[config.mk]
export PLATFORM = sky130hd
export DESIGN_NAME = fft_frame_seq_flat
export DESIGN_NICKNAME = d
export VERILOG_FILES = /design/src/rtl/fft_pkg.sv /design/src/rtl/fft_frame_seq_if.sv /design/src/rtl/fft_seq_watchdog.sv /design/src/rtl/fft_frame_seq.sv /design/src/flat_wrapper.sv
export SDC_FILE = /design/constraint.sdc
export NUM_CORES = 1
export LEC_CHECK = 0
export BUFFER_PORTS_ARGS = -buffer_cell sky130_fd_sc_hd__buf_4
export CORE_UTILIZATION = 40
export CTS_CLUSTER_DIAMETER = 30
export CTS_CLUSTER_SIZE = 14
export DETAILED_ROUTE_END_ITERATION = 12
export GPL_ROUTABILITY_DRIVEN = 0
export HOLD_SLACK_MARGIN = 0.08
export PLACE_DENSITY = 0.71
export SLEW_MARGIN = 20
export SYNTH_ARGS = -nofsm -noshare
export SYNTH_HDL_FRONTEND = slang
export SYNTH_SLANG_ARGS = --single-unit
[constraint.sdc]
create_clock -name clk -period 1.9 [get_ports clk]
set_input_delay 0.475 -clock clk [delete_from_list [all_inputs] [get_ports clk]]
set_output_delay 0.475 -clock clk [all_outputs]
set_load 0.01 [all_outputs]
[src/rtl/fft_pkg.sv]
// Shared types and constants for the FFT frame sequencer and its neighbours.
package fft_pkg;

  localparam int unsigned FFT_WIDTH     = 16;
  localparam int unsigned OVERRUN_CNT_W = 16;

  typedef enum logic [2:0] {
    StIdle,
    StClear,
    StLoad,
    StStart,
    StWait,
    StUnload
  } fft_seq_state_t;

  typedef struct packed {
    logic [FFT_WIDTH-1:0] re;
    logic [FFT_WIDTH-1:0] im;
  } cplx_t;

endpackage

[src/rtl/fft_frame_seq_if.sv]
// Signal bundle between the sample front end, the FFT core and the result consumer.
interface fft_frame_seq_if
  import fft_pkg::*;
#(
  parameter int unsigned WIDTH = 16,
  parameter int unsigned N_2   = 5
);

  logic                     run;
  logic                     s_valid;
  logic                     s_ready;
  logic [WIDTH-1:0]         s_data;
  logic                     fft_reset;
  logic                     fft_load;
  logic [WIDTH-1:0]         fft_rd;
  logic                     fft_start;
  logic                     fft_done;
  logic [2*WIDTH-1:0]       fft_wd;
  logic                     m_valid;
  logic [2*WIDTH-1:0]       m_data;
  logic [N_2-1:0]           m_index;
  logic                     m_last;
  logic                     busy;
  logic                     frame_done;
  logic                     timeout_err;
  logic [OVERRUN_CNT_W-1:0] overrun_cnt;

  // Sequencer side
  modport master (
    input  run, s_valid, s_data, fft_done, fft_wd,
    output s_ready, fft_reset, fft_load, fft_rd, fft_start,
    output m_valid, m_data, m_index, m_last, busy, frame_done, timeout_err, overrun_cnt
  );

  // Environment side
  modport slave (
    output run, s_valid, s_data, fft_done, fft_wd,
    input  s_ready, fft_reset, fft_load, fft_rd, fft_start,
    input  m_valid, m_data, m_index, m_last, busy, frame_done, timeout_err, overrun_cnt
  );

endinterface

[src/rtl/fft_seq_watchdog.sv]
// Cycle counter for the WAIT state; o_expired flags the last permitted cycle.
module fft_seq_watchdog #(
  parameter int unsigned TIMEOUT = 1024
) (
  input  logic clk,
  input  logic reset,
  input  logic i_clr,
  input  logic i_en,
  output logic o_expired
);

  localparam int unsigned CW = $clog2(TIMEOUT + 1);

  logic [CW-1:0] r_cnt;

  always_ff @(posedge clk) begin
    if (reset || i_clr) begin
      r_cnt <= '0;
    end else if (i_en) begin
      r_cnt <= r_cnt + CW'(1);
    end
  end

  // Fires on the TIMEOUT-th enabled cycle so the FSM leaves after exactly TIMEOUT cycles.
  assign o_expired = i_en && (r_cnt == CW'(TIMEOUT - 1));

endmodule

[src/rtl/fft_frame_seq.sv]
// Steps the FFT core through clear/load/start/wait/unload once per frame.
// Optional FFT_SEQ_OVERRUN_CNT_EN adds a saturating dropped-sample counter.
module fft_frame_seq
  import fft_pkg::*;
#(
  parameter int unsigned WIDTH   = 16,
  parameter int unsigned N_2     = 5,
  parameter int unsigned TIMEOUT = 1024
) (
  input  logic            clk,
  input  logic            reset,
  fft_frame_seq_if.master bus
);

  localparam int unsigned    N        = 1 << N_2;
  localparam logic [N_2-1:0] LAST_IDX = N_2'(N - 1);

  fft_seq_state_t     r_state, w_state_next;
  logic [N_2-1:0]     r_cnt;
  logic               r_m_valid, r_m_last, r_frame_done, r_timeout_err;
  logic [2*WIDTH-1:0] r_m_data;
  logic [N_2-1:0]     r_m_index;

  logic               w_s_ready, w_fft_load, w_fft_start, w_fft_reset;
  logic [WIDTH-1:0]   w_fft_rd;
  logic               w_accept, w_capture, w_last, w_timeout, w_wd_expired;

  assign w_accept  = (r_state == StLoad) && bus.s_valid;
  assign w_capture = bus.fft_done && ((r_state == StWait) || (r_state == StUnload));
  assign w_last    = (r_cnt == LAST_IDX);
  assign w_timeout = (r_state == StWait) && !bus.fft_done && w_wd_expired;

  fft_seq_watchdog #(
    .TIMEOUT (TIMEOUT)
  ) u_watchdog (
    .clk       (clk),
    .reset     (reset),
    .i_clr     (r_state == StStart),
    .i_en      (r_state == StWait),
    .o_expired (w_wd_expired)
  );

  always_ff @(posedge clk) begin
    if (reset) begin
      r_state <= StIdle;
    end else begin
      r_state <= w_state_next;
    end
  end

  always_comb begin
    w_state_next = r_state;
    unique case (r_state)
      StIdle:   if (bus.run) w_state_next = StClear;
      StClear:  w_state_next = StLoad;
      StLoad: begin
        if (!bus.run) begin
          w_state_next = StIdle;
        end else if (w_accept && w_last) begin
          w_state_next = StStart;
        end
      end
      StStart:  w_state_next = StWait;
      StWait: begin
        if (bus.fft_done) begin
          w_state_next = StUnload;
        end else if (w_wd_expired) begin
          w_state_next = StIdle;
        end
      end
      StUnload: if (w_capture && w_last) w_state_next = bus.run ? StClear : StIdle;
      default:  w_state_next = StIdle;
    endcase
  end

  always_comb begin
    w_s_ready   = 1'b0;
    w_fft_load  = 1'b0;
    w_fft_rd    = '0;
    w_fft_start = 1'b0;
    w_fft_reset = 1'b0;
    unique case (r_state)
      StClear: w_fft_reset = 1'b1;
      StLoad: begin
        w_s_ready  = 1'b1;
        w_fft_load = bus.s_valid;
        w_fft_rd   = bus.s_data;
      end
      StStart: w_fft_start = 1'b1;
      default: ;
    endcase
  end

  // One counter indexes samples while loading and bins while unloading; it wraps to 0 between.
  always_ff @(posedge clk) begin
    if (reset) begin
      r_cnt         <= '0;
      r_m_valid     <= 1'b0;
      r_m_data      <= '0;
      r_m_index     <= '0;
      r_m_last      <= 1'b0;
      r_frame_done  <= 1'b0;
      r_timeout_err <= 1'b0;
    end else begin
      r_m_valid    <= w_capture;
      r_frame_done <= w_capture && w_last;
      if (w_capture) begin
        r_m_data  <= bus.fft_wd;
        r_m_index <= r_cnt;
        r_m_last  <= w_last;
      end
      if (r_state == StClear) begin
        r_cnt <= '0;
      end else if (w_accept || w_capture) begin
        r_cnt <= r_cnt + N_2'(1);
      end
      if (w_timeout) begin
        r_timeout_err <= 1'b1;
      end
    end
  end

`ifdef FFT_SEQ_OVERRUN_CNT_EN
  logic [OVERRUN_CNT_W-1:0] r_overrun_cnt;

  always_ff @(posedge clk) begin
    if (reset) begin
      r_overrun_cnt <= '0;
    end else if (bus.run && bus.s_valid && !w_s_ready && (r_overrun_cnt != '1)) begin
      r_overrun_cnt <= r_overrun_cnt + OVERRUN_CNT_W'(1);
    end
  end

  assign bus.overrun_cnt = r_overrun_cnt;
`else
  assign bus.overrun_cnt = '0;
`endif

  assign bus.s_ready     = w_s_ready;
  assign bus.fft_load    = w_fft_load;
  assign bus.fft_rd      = w_fft_rd;
  assign bus.fft_start   = w_fft_start;
  assign bus.fft_reset   = w_fft_reset;
  assign bus.m_valid     = r_m_valid;
  assign bus.m_data      = r_m_data;
  assign bus.m_index     = r_m_index;
  assign bus.m_last      = r_m_last;
  assign bus.busy        = (r_state != StIdle);
  assign bus.frame_done  = r_frame_done;
  assign bus.timeout_err = r_timeout_err;

endmodule

[src/flat_wrapper.sv]
// flat-port wrapper written by rule: the top's interface ports become plain ports
module fft_frame_seq_flat import fft_pkg::*;
#(
  parameter int unsigned WIDTH   = 16,
  parameter int unsigned N_2     = 5,
  parameter int unsigned TIMEOUT = 1024
)
  (clk, reset, bus_run, bus_s_valid, bus_s_data, bus_fft_done, bus_fft_wd, bus_s_ready, bus_fft_reset, bus_fft_load, bus_fft_rd, bus_fft_start, bus_m_valid, bus_m_data, bus_m_index, bus_m_last, bus_busy, bus_frame_done, bus_timeout_err, bus_overrun_cnt);
  fft_frame_seq_if #(.WIDTH(WIDTH), .N_2(N_2)) bus_i ();
  input  logic clk;
  input  logic reset;
  input wire logic [$bits(bus_i.run)-1:0] bus_run;
  input wire logic [$bits(bus_i.s_valid)-1:0] bus_s_valid;
  input wire logic [$bits(bus_i.s_data)-1:0] bus_s_data;
  input wire logic [$bits(bus_i.fft_done)-1:0] bus_fft_done;
  input wire logic [$bits(bus_i.fft_wd)-1:0] bus_fft_wd;
  output wire logic [$bits(bus_i.s_ready)-1:0] bus_s_ready;
  output wire logic [$bits(bus_i.fft_reset)-1:0] bus_fft_reset;
  output wire logic [$bits(bus_i.fft_load)-1:0] bus_fft_load;
  output wire logic [$bits(bus_i.fft_rd)-1:0] bus_fft_rd;
  output wire logic [$bits(bus_i.fft_start)-1:0] bus_fft_start;
  output wire logic [$bits(bus_i.m_valid)-1:0] bus_m_valid;
  output wire logic [$bits(bus_i.m_data)-1:0] bus_m_data;
  output wire logic [$bits(bus_i.m_index)-1:0] bus_m_index;
  output wire logic [$bits(bus_i.m_last)-1:0] bus_m_last;
  output wire logic [$bits(bus_i.busy)-1:0] bus_busy;
  output wire logic [$bits(bus_i.frame_done)-1:0] bus_frame_done;
  output wire logic [$bits(bus_i.timeout_err)-1:0] bus_timeout_err;
  output wire logic [$bits(bus_i.overrun_cnt)-1:0] bus_overrun_cnt;
  assign bus_i.run = bus_run;
  assign bus_i.s_valid = bus_s_valid;
  assign bus_i.s_data = bus_s_data;
  assign bus_i.fft_done = bus_fft_done;
  assign bus_i.fft_wd = bus_fft_wd;
  assign bus_s_ready = bus_i.s_ready;
  assign bus_fft_reset = bus_i.fft_reset;
  assign bus_fft_load = bus_i.fft_load;
  assign bus_fft_rd = bus_i.fft_rd;
  assign bus_fft_start = bus_i.fft_start;
  assign bus_m_valid = bus_i.m_valid;
  assign bus_m_data = bus_i.m_data;
  assign bus_m_index = bus_i.m_index;
  assign bus_m_last = bus_i.m_last;
  assign bus_busy = bus_i.busy;
  assign bus_frame_done = bus_i.frame_done;
  assign bus_timeout_err = bus_i.timeout_err;
  assign bus_overrun_cnt = bus_i.overrun_cnt;
  fft_frame_seq #(.WIDTH(WIDTH), .N_2(N_2), .TIMEOUT(TIMEOUT)) u_core (.clk(clk), .reset(reset), .bus(bus_i));
endmodule
Word-level counts from Yosys, hierarchy flattened. Index checks and enable logic that the tools add are counted.

Register bits after elaboration: 60. Input bits: 53. Output and inout bits: 78. Logic and storage cells: 50.

Add/subtract/negate cells: 2. Eq/ne operators: 11. Mux-type cells: 13. Reductions and logical operators: 15.

Operator list (number): 3-bit two-way mux (6); 3-bit case mux with 6 select lines (1); 16-bit two-way mux (1); 11-bit by 1-bit adder with 11-bit output, second input constant (1); 11-bit by 10-bit == test with 1-bit output, second input constant (1); 1-bit logical AND (7); 3-bit by 2-bit == test with 1-bit output, second input constant (2); 3-bit == test, second input constant (2); 5-bit by 1-bit adder with 5-bit output, second input constant (1); 5-bit == test, second input constant (1); 1-bit two-way mux (5); 2-bit != test, second input constant (2); 4-bit AND reduction (1); 3-bit by 1-bit == test with 1-bit output, second input constant (1); 3-bit logical NOT (1); 1-bit logical OR (3); 3-bit by 2-bit != test with 1-bit output, second input constant (1); 3-bit != test, second input constant (1); 3-bit nonzero test (1); 2-bit OR reduction (1); 1-bit logical NOT (1).

Logic depth before layout (Yosys ltp). Gate-level depths: netlist of run 1.

Depth in word-level cells: 6. Depth in mapped cells: 8. Mapped depth without buffers: 8.

Modules after synthesis. From an unflattened synthesis of run 1, not the netlist that was laid out.

Cells, all modules: 326. Area total of the unflattened synthesis: 2651.3 µm².

By module, submodules not included: fft_frame_seq (instances 1, cells each 268, area each 2128.3 µm²); fft_seq_watchdog (instances 1, cells each 58, area each 523.0 µm²).

Worst setup path before layout of run 1. OpenSTA, ideal clock, no wires.

Path kind: flip-flop to output port. Start: register u_core.r_state[2]. End: output port bus_fft_rd[10]. Arrival time: 1402 ps. Required time: 1425 ps. Path slack: 23 ps. Stages on the path, launching flop included: 6. Path through: dfxtp_1 -> buf_2 -> nor3b_1 -> clkbuf_1 -> buf_2 -> and2_1.

Longest elaborated chain between the ends: 2.

RTL lines: start: declaration (line fft_frame_seq.sv:18) `fft_seq_state_t r_state, w_state_next;`; start signal: assignment (line fft_frame_seq.sv:45) `r_state <= StIdle;`; start signal: assignment (line fft_frame_seq.sv:47) `r_state <= w_state_next;`; 3-bit by 2-bit == test with 1-bit output (line fft_frame_seq.sv:82) `unique case (r_state)`; 16-bit two-way mux (line fft_frame_seq.sv:82); end: declaration (line flat_wrapper.sv:20) `output wire logic [$bits(bus_i.fft_rd)-1:0] bus_fft_rd;`.

No other way between the ends.

Worst setup path in the final report of run 1.
Start: register u_core.r_state[2]. End: output port bus_busy.

Longest elaborated chain between the ends: 1.

RTL lines: 3-bit nonzero test (line fft_frame_seq.sv:148) `assign bus.busy = (r_state != StIdle);`; end: declaration (line flat_wrapper.sv:26) `output wire logic [$bits(bus_i.busy)-1:0] bus_busy;`.

No other way between the ends.

==> metrics.md, run 1 <==
| Metric | Value |
|---|---|
| Result of the run | `complete, no violations` |
| Required time at the endpoint of the critical path | `1420 ps` |
| Most used DFF post-synth | `sky130_fd_sc_hd__dfxtp_1` |
| Final setup skew | `6.04 ps` |
| Final number of max-transition violations | `0` |
| Die H | `just over 80 um` |
| Antenna diode instance count | `0` |
| Ports | `roughly 130` |
| Time the worst path needs with I/O delays and setup | `1840 ps` |
| Number of warning messages in the yosys log | `0` |
| Count of port buffers added during placement | `approximately 110` |
| Cell depth of the worst min-delay path | `3` |
| Finished Layout Cells | `515` |
| Most frequent standard cell in the layout excluding fill and tap cells | `sky130_fd_sc_hd__buf_4` |
| Placed insts | `501` |
| Largest area contributor in the netlist | `sky130_fd_sc_hd__dfxtp_1` |
| Register area share after synthesis | `between 40% and 50%` |
| Hold/Removal Path Class | `input pin to flop` |
| Critical Path AT | `1370 ps` |
| Avg WL per Cell | `11.9 um` |
| Count of final hold-check violations | `0` |
| Number of remaining DRC errors | `0` |
| Layer carrying the most global-route usage | `met2` |
| Final Worst Setup Slack | `58.1 ps` |
| Leakage power | `1.62 nW` |
| CP Capture Type | `output pin` |
| # clock sinks | `60` |
| Total Wirelength | `just over 6 mm` |
| Hold Startpoint | `bus_fft_wd[30]` |
| Clock buffer depth | `2` |
| Areal power density over the cells | `780 mW/mm2` |
| Global-route wire length before repair | `10.1 mm` |
| Power Total | `a little under 3 mW` |
| Distinct cell type count after synthesis | `39` |
| Fraction of final layout cells with drive strength greater than 1 | `34.7%` |
| Clock edge transition at the registers on the reported setup and hold paths | `60 ps` |
| Maxcap violations | `0` |
| Most used cells in the layout excluding fill and tap cells | `sky130_fd_sc_hd__buf_4 (121), sky130_fd_sc_hd__nand2_1 (82), sky130_fd_sc_hd__dfxtp_1 (55)` |
| Number of enable flip-flop cells after synthesis | `0` |
| Number of vias in the routed layout | `2405` |
| Category of the worst setup path launch point | `flop` |
| Post-place setup slack | `84.6 ps` |
| Classification of the worst setup path | `flop to output pin` |
| Met3 capacity usage during global routing | `a little under 8%` |
| Global route total overflow | `0` |
| Post-DRT Antenna Nets | `0` |
| Via count of the first global-routing pass | `2192` |
| Post-synth top area share | `45.8%` |
| Number of setup violations in the final report | `0` |
| HPWL after detailed placement | `about 4.5 mm` |
| Top area cells in the synthesized netlist | `sky130_fd_sc_hd__dfxtp_1 (46%), sky130_fd_sc_hd__nand2_1 (12%), sky130_fd_sc_hd__a21oi_1 (8.4%)` |
| Total CTS buffers | `9` |
| Async S/R FF share, synth | `0%` |
| CTS Root Buffer Type | `sky130_fd_sc_hd__clkbuf_8` |
| Worst R2R End | `u_core.r_state[0]` |
| Start of the worst register-to-register path | `u_core.r_cnt[0]` |
| Final Cycle Share | `a little over nine tenths` |
| Die outline area | `~0.007 mm2` |
| Initial Util | `about two fifths` |
| Mean cell area of the mapped netlist | `around 8.2 um2` |
| Synthesized cell area | `between 0.002 and 0.003 mm2` |
| Terminating pin of the worst hold path | `u_core.bus.m_data[30]` |
| Post-synthesis instance total | `~320` |
| Die Wd | `~83 um` |
| Global-route met2 utilization | `a little under 30%` |
| Filler instances | `588` |
| Setup repair bufs after CTS | `0` |
| Insertion delay to the later sink of the worst-skew pair | `340 ps` |
| Global Route Usage Sum | `between 10% and 20%` |
| Unrepaired setup endpoints after global routing | `yes` |
| Reg2reg path depth | `8` |
| Number of rows in the core area | `29` |
| Layout overhead on the synthesized area | `41.9%` |
| First-pass iteration count of the detailed router | `4` |
| Setup TNS | `0 ps` |
| F_max | `~540 MHz` |
| Ratio of routed vias to standard cells | `between 4 and 5` |
| Setup slack of the worst register-to-register path | `150 ps` |
| Nets | `just under 500` |
| Area of the placeable core | `about 0.0063 mm2` |
| TritonCTS clock tree | `yes` |
| Quantity of hold-fixing buffers added after cts | `0` |
| Maximum number of pins on one net before global-route repair | `40` |
| Antenna violations before repair | `0` |
| Synthesized flop and latch total | `60` |
| Maximum fanout along the worst path | `11` |
| IR Drop Worst-Case VDD | `0.504 mV` |
| Iteration-0 DRC Markers | `96` |
| H-tree depth reported by CTS | `3` |
| Global routing usage on met1 | `21.5%` |
cells in the mapped netlist, types with 2 or more instances:
cell type and count:
sky130_fd_sc_hd__dfxtp_1 60, sky130_fd_sc_hd__o21ai_0 4, sky130_fd_sc_hd__mux2i_1 3, sky130_fd_sc_hd__and2_1 18, sky130_fd_sc_hd__nor3_1 3, sky130_fd_sc_hd__buf_4 17, sky130_fd_sc_hd__nand4_1 4, sky130_fd_sc_hd__inv_1 4
sky130_fd_sc_hd__nor2_1 22, sky130_fd_sc_hd__xnor2_1 5, sky130_fd_sc_hd__a21oi_1 44, sky130_fd_sc_hd__nand2_1 82, sky130_fd_sc_hd__clkbuf_1 12, sky130_fd_sc_hd__nand3b_1 2, sky130_fd_sc_hd__nand3_1 3, sky130_fd_sc_hd__and3_1 2
sky130_fd_sc_hd__buf_2 4, sky130_fd_sc_hd__buf_1 2, sky130_fd_sc_hd__ha_1 3, sky130_fd_sc_hd__xor2_1 6, sky130_fd_sc_hd__or3_1 3
critical path: stages, from the launching register on:
cell and delay [ps]:
sky130_fd_sc_hd__dfxtp_4 360, sky130_fd_sc_hd__buf_6 140, sky130_fd_sc_hd__or3_4 380, sky130_fd_sc_hd__buf_4 150
layout make-up:
cell class | count | area (um2) | area share (%)
multi-input cells | 236 | 1270 | 34.2
well taps | 77 | 96.3 | 2.59
clock inverters | 2 | 10.0 | 0.269
inverters | 4 | 15.0 | 0.403
flip-flops and latches | 60 | 1210 | 32.6
clock buffers | 12 | 165 | 4.43
repair buffers | 124 | 951 | 25.5
registers in the layout, indices dropped and copies added, names as in the netlist:
register                 count
u_core.r_cnt                 5
u_core.bus.m_data           32
u_core.bus.timeout_err       1
u_core.bus.frame_done        1
u_core.bus.m_last            1
u_core.bus.m_valid           1
u_core.r_state               3
u_core.u_watchdog.r_cnt     11
u_core.bus.m_index           5
worst max path at each step:
stage	slack, ps	startpoint	cells past startpoint	endpoint
3_5_place_dp	80	u_core.r_cnt[0]	8	u_core.r_state[0]
3_3_place_gp	150	u_core.r_cnt[0]	8	u_core.r_state[0]
4_1_cts	9	u_core.r_state[2]	3	bus_busy
2_1_floorplan	20	u_core.r_state[2]	5	bus_fft_rd[10]
6_report	60	u_core.r_state[2]	3	bus_busy
5_1_grt	-20	u_core.r_state[1]	4	bus_fft_rd[6]
report_power, final:
part	switching [mW]	leakage (nW)	total [mW]	internal (mW)
logic	0.241	1.04	0.533	0.293
registers	0.0459	0.487	1.34	1.30
clock network	0.469	0.0941	1.03	0.561
total	0.756	1.62	2.90	2.15
layer usage:
metal,share of wire (%),routed length (um),vias to the layer above
met5,0,0,-
met4,2.3,144,0
met3,5.1,315,15
met2,49,2990,68
met1,44,2700,1083
li1,-,-,1239
kinds of logic (layout without fill, tap and decap cells):
family | after synthesis | after routing | share of synthesized area (%)
AND/OR/NAND/NOR | 150 | 150 | 28.6
flip-flops | 60 | 60 | 45.8
AO/OA/AOI/OAI | 53 | 53 | 10.6
buffers and inverters | 40 | 142 | 8.63
XOR/XNOR | 11 | 11 | 3.67
adder cells (fa/ha/maj) | 3 | 3 | 1.43
multiplexers | 3 | 3 | 1.14
other | 1 | 16 | 0.143
metrics by stage:
| stage | hold slack (ps) | instance area [um2] | util [%] |
|---|---|---|---|
| 2_1_floorplan | 448 | 2680 | - |
| 6_report | 378 | 3720 | 58.7 |
| 5_1_grt | 362 | 3720 | 58.7 |
| 4_1_cts | 362 | 3690 | 58.2 |
| 3_5_place_dp | 447 | 3510 | 55.3 |
| 3_3_place_gp | 443 | 3510 | 55.3 |
timing repair:
action | 4_1_cts | 5_1_grt
hold endpoints to repair | 0 | 0
endpoints found under the setup margin | 20 | 19
resized for setup | 4 | 10
(Power assumes the default switching activity.)
==> run 2, diff against run 1 <==
--- a/config.mk
+++ b/config.mk
@@ -6,13 +6,15 @@
 export NUM_CORES = 1
 export LEC_CHECK = 0
 export BUFFER_PORTS_ARGS = -buffer_cell sky130_fd_sc_hd__buf_4
-export CORE_UTILIZATION = 40
+export CELL_PAD_IN_SITES_DETAIL_PLACEMENT = 1
+export CELL_PAD_IN_SITES_GLOBAL_PLACEMENT = 2
+export CORE_UTILIZATION = 24
 export CTS_CLUSTER_DIAMETER = 30
 export CTS_CLUSTER_SIZE = 14
 export DETAILED_ROUTE_END_ITERATION = 12
 export GPL_ROUTABILITY_DRIVEN = 0
 export HOLD_SLACK_MARGIN = 0.08
-export PLACE_DENSITY = 0.71
+export PLACE_DENSITY_LB_ADDON = 0.1
 export SLEW_MARGIN = 20
 export SYNTH_ARGS = -nofsm -noshare
 export SYNTH_HDL_FRONTEND = slang
==> run 2 against run 1 <==
Compared with the run above: clock skew hardly changed; maximum frequency is 1.3% lower; wire length is 22% higher; critical endpoint is now bus_fft_rd[0].
==> metrics.md, run 2 (same netlist as run 1, synthesis figures left out) <==
| Metric | Value |
|---|---|
| Unrepaired setup endpoints after global routing | `yes` |
| Critical path's slowest cell | `sky130_fd_sc_hd__dfxtp_4` |
| Count of port buffers added during placement | `114` |
| Maximum number of pins on one net before global-route repair | `40` |
| Final setup skew | `6.30 ps` |
| Die H | `107 um` |
| Reg2reg path depth | `8` |
| Avg WL per Cell | `13.1 um` |
| Hold/Removal Path Class | `input pin to flop` |
| Post-DRT Antenna Nets | `0` |
| Die outline area | `~0.011 mm2` |
| HPWL after detailed placement | `5.37 mm` |
| Final number of max-transition violations | `0` |
| CTS Root Buffer Type | `sky130_fd_sc_hd__clkbuf_8` |
| Nets | `490` |
| Maxcap violations | `0` |
| Time the worst path needs with I/O delays and setup | `1870 ps` |
| H-tree depth reported by CTS | `3` |
| Clock buffer depth | `2` |
| Ports | `131` |
| Iteration-0 DRC Markers | `63` |
| Critical Path AT | `1390 ps` |
| Maximum fanout along the worst path | `18` |
| Total buffers and inverters traversed by the critical path | `2` |
| Final Hold Slack | `376 ps` |
| Final Cycle Share | `98.2%` |
| Number of flip-flops in the largest register | `32` |
| First-pass iteration count of the detailed router | `4` |
| Category of the worst setup path launch point | `flop` |
| Fraction of final layout cells with drive strength greater than 1 | `between 30% and 40%` |
| Global Route Usage Sum | `about 14%` |
| Result of the run | `complete, no violations` |
| Most used cells in the layout excluding fill and tap cells | `sky130_fd_sc_hd__buf_4 (119), sky130_fd_sc_hd__nand2_1 (82), sky130_fd_sc_hd__dfxtp_1 (56)` |
| CP Depth | `4` |
| Required time at the endpoint of the critical path | `approximately 1400 ps` |
| Net switching share of the total power | `25.5%` |
| Classification of the worst setup path | `flop to output pin` |
| F_max | `536 MHz` |
| Global-route wire length before repair | `11.9 mm` |
| Via count of the first global-routing pass | `2411` |
| Area of the placeable core | `about 0.010 mm2` |
| Ratio of routed vias to standard cells | `4.29` |
| Cell depth of the worst min-delay path | `3` |
| Logic pwr share | `16.8%` |
| Antenna diode instance count | `0` |
| Placed insts | `559` |
| Clock edge transition at the registers on the reported setup and hold paths | `70 ps` |
| Initial Util | `25.1%` |
| Die Wd | `roughly 110 um` |
| Number of remaining DRC errors | `0` |
| Fraction of the core area covered by cells at the end of the flow | `36.8%` |
| # clock sinks | `60` |
| Number of rows in the core area | `37` |
| Layout overhead on the synthesized area | `46.8%` |
| Count of final hold-check violations | `0` |
| Leakage power | `1.64 nW` |
| Number of vias in the routed layout | `2464` |
| CP Capture Type | `output pin` |
| Total CTS buffers | `9` |
| Number of setup violations in the final report | `0` |
| Delay-heaviest family, CP | `flip-flops` |
| Most frequent standard cell in the layout excluding fill and tap cells | `sky130_fd_sc_hd__buf_4` |
| Cells along the critical path | `nor3b_4 > buf_6 > and2_1 > buf_4` |
| Finished Layout Cells | `~570` |
| Areal power density over the cells | `829 mW/mm2` |
| Total Wirelength | `7.50 mm` |
| Antenna violations before repair | `0` |
| Setup repair bufs after CTS | `0` |
| Portion of total power attributed to the clock network | `41.2%` |
| IR Drop Worst-Case VDD | `0.352 mV` |
| Quantity of hold-fixing buffers added after cts | `0` |
| Filler instances | `1295` |
| Insertion delay to the later sink of the worst-skew pair | `340 ps` |
| Highest cell delay on the worst timing path | `390 ps` |
| Global route total overflow | `0` |
| Setup TNS | `0 ps` |
| TritonCTS clock tree | `yes` |
| Switching power of the nets | `around 810 uW` |
| Internal cell power | `2.38 mW` |
| Relative contribution of sequential cells to total power | `41.9%` |
==> run 2: worst paths after layout <==
check | from | to | slack (ps)
worst max-delay path | u_core.r_state[0] | bus_fft_rd[0] | 30
worst min register to register | u_core.bus.m_data[6] | u_core.bus.m_data[6] | 450
worst min-delay path | bus_fft_wd[30] | u_core.bus.m_data[30] | 380
worst max register to register | u_core.r_cnt[1] | u_core.r_state[0] | 160
==> run 2: per-stage QoR <==
| stage | setup WS, ps | power, mW | cell area (um2) |
|---|---|---|---|
| 4_1_cts | -11.1 | 3.26 | 3840 |
| 5_1_grt | -76.8 | 3.36 | 3850 |
| 3_5_place_dp | 77.5 | 1.89 | 3590 |
| 6_report | 33.9 | 3.19 | 3850 |
| 3_3_place_gp | 124 | 1.89 | 3590 |
| 2_1_floorplan | 22.5 | 1.65 | 2680 |
==> run 2: cell type report <==
type,instances,area [um2],area share (%)
Multi-Input combinational cell,236,1280,33.1
Clock buffer,11,151,3.93
Inverter,4,15.0,0.390
Clock inverter,4,72.6,1.88
Sequential cell,60,1210,31.4
Tap cell,136,170,4.42
Timing Repair Buffer,123,956,24.8
==> run 2: repair_timing <==
action	in CTS	in global routing
pin swaps	1	0
setup endpoints to repair	19	18
resized for setup	9	4
gates cloned	0	0
==> run 2: per-layer routing <==
| layer | track usage (%) | up-vias | share of wire [%] |
|---|---|---|---|
| met5 | 0 | - | 0 |
| met2 | 23.3 | 55 | 51 |
| li1 | - | 1237 | - |
| met4 | 5.87 | 0 | 1.3 |
| met1 | 15.6 | 1165 | 43 |
| met3 | 4.32 | 7 | 4.8 |
==> run 2: power by group through the flow <==
stage                     registers (mW)  logic [mW]  clock network, mW
final                               1.34       0.538               1.32
after global routing                1.34       0.587               1.43
after CTS                           1.34       0.549               1.37
after detailed placement            1.36       0.534                  0
after global placement              1.36       0.532                  0
after floorplan                     1.34       0.310                  0
==> run 2: worst min-delay path: stages <==
cell and delay [ps]:
sky130_fd_sc_hd__buf_4 110, sky130_fd_sc_hd__nand2_1 40, sky130_fd_sc_hd__a21oi_1 50
==> run 3, diff against run 2 <==
==> constraint.sdc (replaced) <==
create_clock -name clk -period 2 [get_ports clk]
set_input_delay 0.5 -clock clk [delete_from_list [all_inputs] [get_ports clk]]
set_output_delay 0.5 -clock clk [all_outputs]
set_load 0.01 [all_outputs]
==> run 3 against run 2 <==
Compared with the run above: wire length up 5.8%; cell count increased by 0.35%; clock power shrank 18%; sequential cell count is the same; sequential share of layout area decreased by 0.097 points; critical path depth shrank 1; highest routed layer unchanged; final area stayed put; register-to-register slack is essentially flat; via count grew 0.93%.
==> metrics.md, run 3 (same netlist as run 1, synthesis figures left out) <==
| Metric | Value |
|---|---|
| Result of the run | `complete, no violations` |
| CP Capture Type | `output pin` |
| Area of the placeable core | `around 0.010 mm2` |
| Number of setup violations in the final report | `0` |
| Final setup skew | `a little over 7 ps` |
| Layout overhead on the synthesized area | `46.8%` |
| Areal power density over the cells | `758 mW/mm2` |
| Antenna diode instance count | `0` |
| Relative contribution of sequential cells to total power | `43.2%` |
| Hold/Removal Path Class | `input pin to flop` |
| CTS Root Buffer Type | `sky130_fd_sc_hd__clkbuf_8` |
| Antenna violations before repair | `0` |
| Design Area, Final | `0.00385 mm2` |
| Global Route Usage Sum | `14.8%` |
| Setup slack of the worst register-to-register path | `150 ps` |
| Die Wd | `107 um` |
| H-tree depth reported by CTS | `3` |
| Classification of the worst setup path | `flop to output pin` |
| Flip-flop and latch area | `approximately 0.0012 mm2` |
| Initial Util | `25.1%` |
| CP endpoint | `bus_busy` |
| Category of the worst setup path launch point | `flop` |
| Most frequent standard cell in the layout excluding fill and tap cells | `sky130_fd_sc_hd__buf_4` |
| Quantity of hold-fixing buffers added after cts | `0` |
| Worst Setup SP | `u_core.r_state[2]` |
| Iteration-0 DRC Markers | `107` |
| Maxcap violations | `0` |
| First-pass iteration count of the detailed router | `4` |
| Area post-placement | `0.00358 mm2` |
| Nets | `approximately 490` |
| HPWL after detailed placement | `5.50 mm` |
| Final Cycle Share | `a little over nine tenths` |
| Leakage power | `about 1.6 nW` |
| Logic pwr share | `19.8%` |
| Insertion delay to the later sink of the worst-skew pair | `340 ps` |
| Switching power of the nets | `roughly 770 uW` |
| Start of the worst register-to-register path | `u_core.r_cnt[1]` |
| Total Wirelength | `roughly 7.9 mm` |
| F_max | `519 MHz` |
| Clock buffer depth | `2` |
| Time the worst path needs with I/O delays and setup | `1930 ps` |
| Critical Path AT | `1430 ps` |
| Number of flip-flops in the largest register | `32` |
| Unrepaired setup endpoints after global routing | `no` |
| TritonCTS clock tree | `yes` |
| Met2 layer wire length in the routed design | `4.13 mm` |
| Maximum number of pins on one net before global-route repair | `40` |
| Worst R2R End | `u_core.r_state[0]` |
| Clock edge transition at the registers on the reported setup and hold paths | `60 ps` |
| Count of port buffers added during placement | `114` |
| Number of rows in the core area | `37` |
| Die H | `around 110 um` |
| Total CTS buffers | `9` |
| Area of the multi-input gates | `0.00130 mm2` |
| # clock sinks | `60` |
| Reg2reg path depth | `8` |
| Net switching share of the total power | `26.3%` |
| IR Drop Worst-Case VDD | `between 0.3 and 0.4 mV` |
| Ports | `131` |
| Met3 routed wirelength | `~330 um` |
| Fraction of final layout cells with drive strength greater than 1 | `between 30% and 40%` |
| Setup TNS | `0 ps` |
| Ratio of routed vias to standard cells | `4.32` |
| Portion of total power attributed to the clock network | `37.0%` |
| Global route total overflow | `0` |
| Internal cell power | `roughly 2.2 mW` |
| Avg WL per Cell | `13.8 um` |
| Filler instances | `1308` |
| Number of remaining DRC errors | `0` |
| Maximum fanout along the worst path | `12` |
| Most used cells in the layout excluding fill and tap cells | `sky130_fd_sc_hd__buf_4 (121), sky130_fd_sc_hd__nand2_1 (82), sky130_fd_sc_hd__dfxtp_1 (57)` |
| Number of vias in the routed layout | `between 2000 and 2500` |
| Count of final hold-check violations | `0` |
| Via count of the first global-routing pass | `~2500` |
| Global-route wire length before repair | `12.7 mm` |
| Die outline area | `0.0114 mm2` |
| Post-DRT Antenna Nets | `0` |
| Met1 WL | `around 3.4 mm` |
| Required time at the endpoint of the critical path | `1500 ps` |
| Top Layer Used | `met4` |
| Final number of max-transition violations | `0` |
==> run 3: what timing repair did <==
action,in CTS,in global routing
hold endpoints to repair,0,0
resized for setup,5,6
gates cloned,1,0
setup endpoints to repair,19,3
buffers inserted,2,0
==> run 3: worst min-delay path by stage <==
stage                                startpoint                     to  slack [ps]  cells after the start
after detailed placement  u_core.bus.m_data[16]  u_core.bus.m_data[16]         450                      2
final                            bus_fft_wd[25]  u_core.bus.m_data[25]         400                      3
after CTS                        bus_fft_wd[25]  u_core.bus.m_data[25]         380                      3
after global placement     u_core.bus.m_data[4]   u_core.bus.m_data[4]         440                      2
after floorplan                 u_core.r_cnt[4]  u_core.bus.m_index[4]         450                      2
after global routing             bus_fft_wd[28]  u_core.bus.m_data[28]         380                      3
==> run 3: worst max-delay path, stage by stage (launching register included) <==
cell                      delay (ps)
sky130_fd_sc_hd__dfxtp_2         360
sky130_fd_sc_hd__buf_6           160
sky130_fd_sc_hd__or3_1           400
sky130_fd_sc_hd__buf_4           160
==> run 3: power by group through the flow <==
| stage | Combinational (mW) | Sequential, mW | Clock [mW] |
|---|---|---|---|
| final | 0.577 | 1.26 | 1.08 |
| after detailed placement | 0.529 | 1.27 | 0 |
| after global routing | 0.634 | 1.27 | 1.21 |
| after global placement | 0.524 | 1.27 | 0 |
| after floorplan | 0.294 | 1.27 | 0 |
| after CTS | 0.571 | 1.26 | 1.14 |
==> run 3: routing by layer <==
layer  up-vias  GRT usage [%]
met4         0           5.28
met5         -              0
li1       1244              -
met3        11           4.80
met1      1177           17.7
met2        55           24.5
==> run 3: cell type report <==
class,instances,area share [%]
Clock inverter,2,0.909
Multi-Input combinational cell,237,33.7
Timing Repair Buffer,125,25.2
Inverter,4,0.390
Clock buffer,12,4.03
Sequential cell,60,31.3
Tap cell,136,4.42
==> run 3: per-stage QoR <==
step           worst slack, ps  util [%]  hold slack (ps)  power (mW)  instances
2_1_floorplan             97.5         -              448        1.57        336
3_3_place_gp              53.4      34.2              443        1.79        559
3_5_place_dp             -18.9      34.2              447        1.80        559
4_1_cts                   8.31      36.6              378        2.97        576
5_1_grt                   2.28      36.8              376        3.11        576
6_report                  73.4      36.8              399        2.92        576
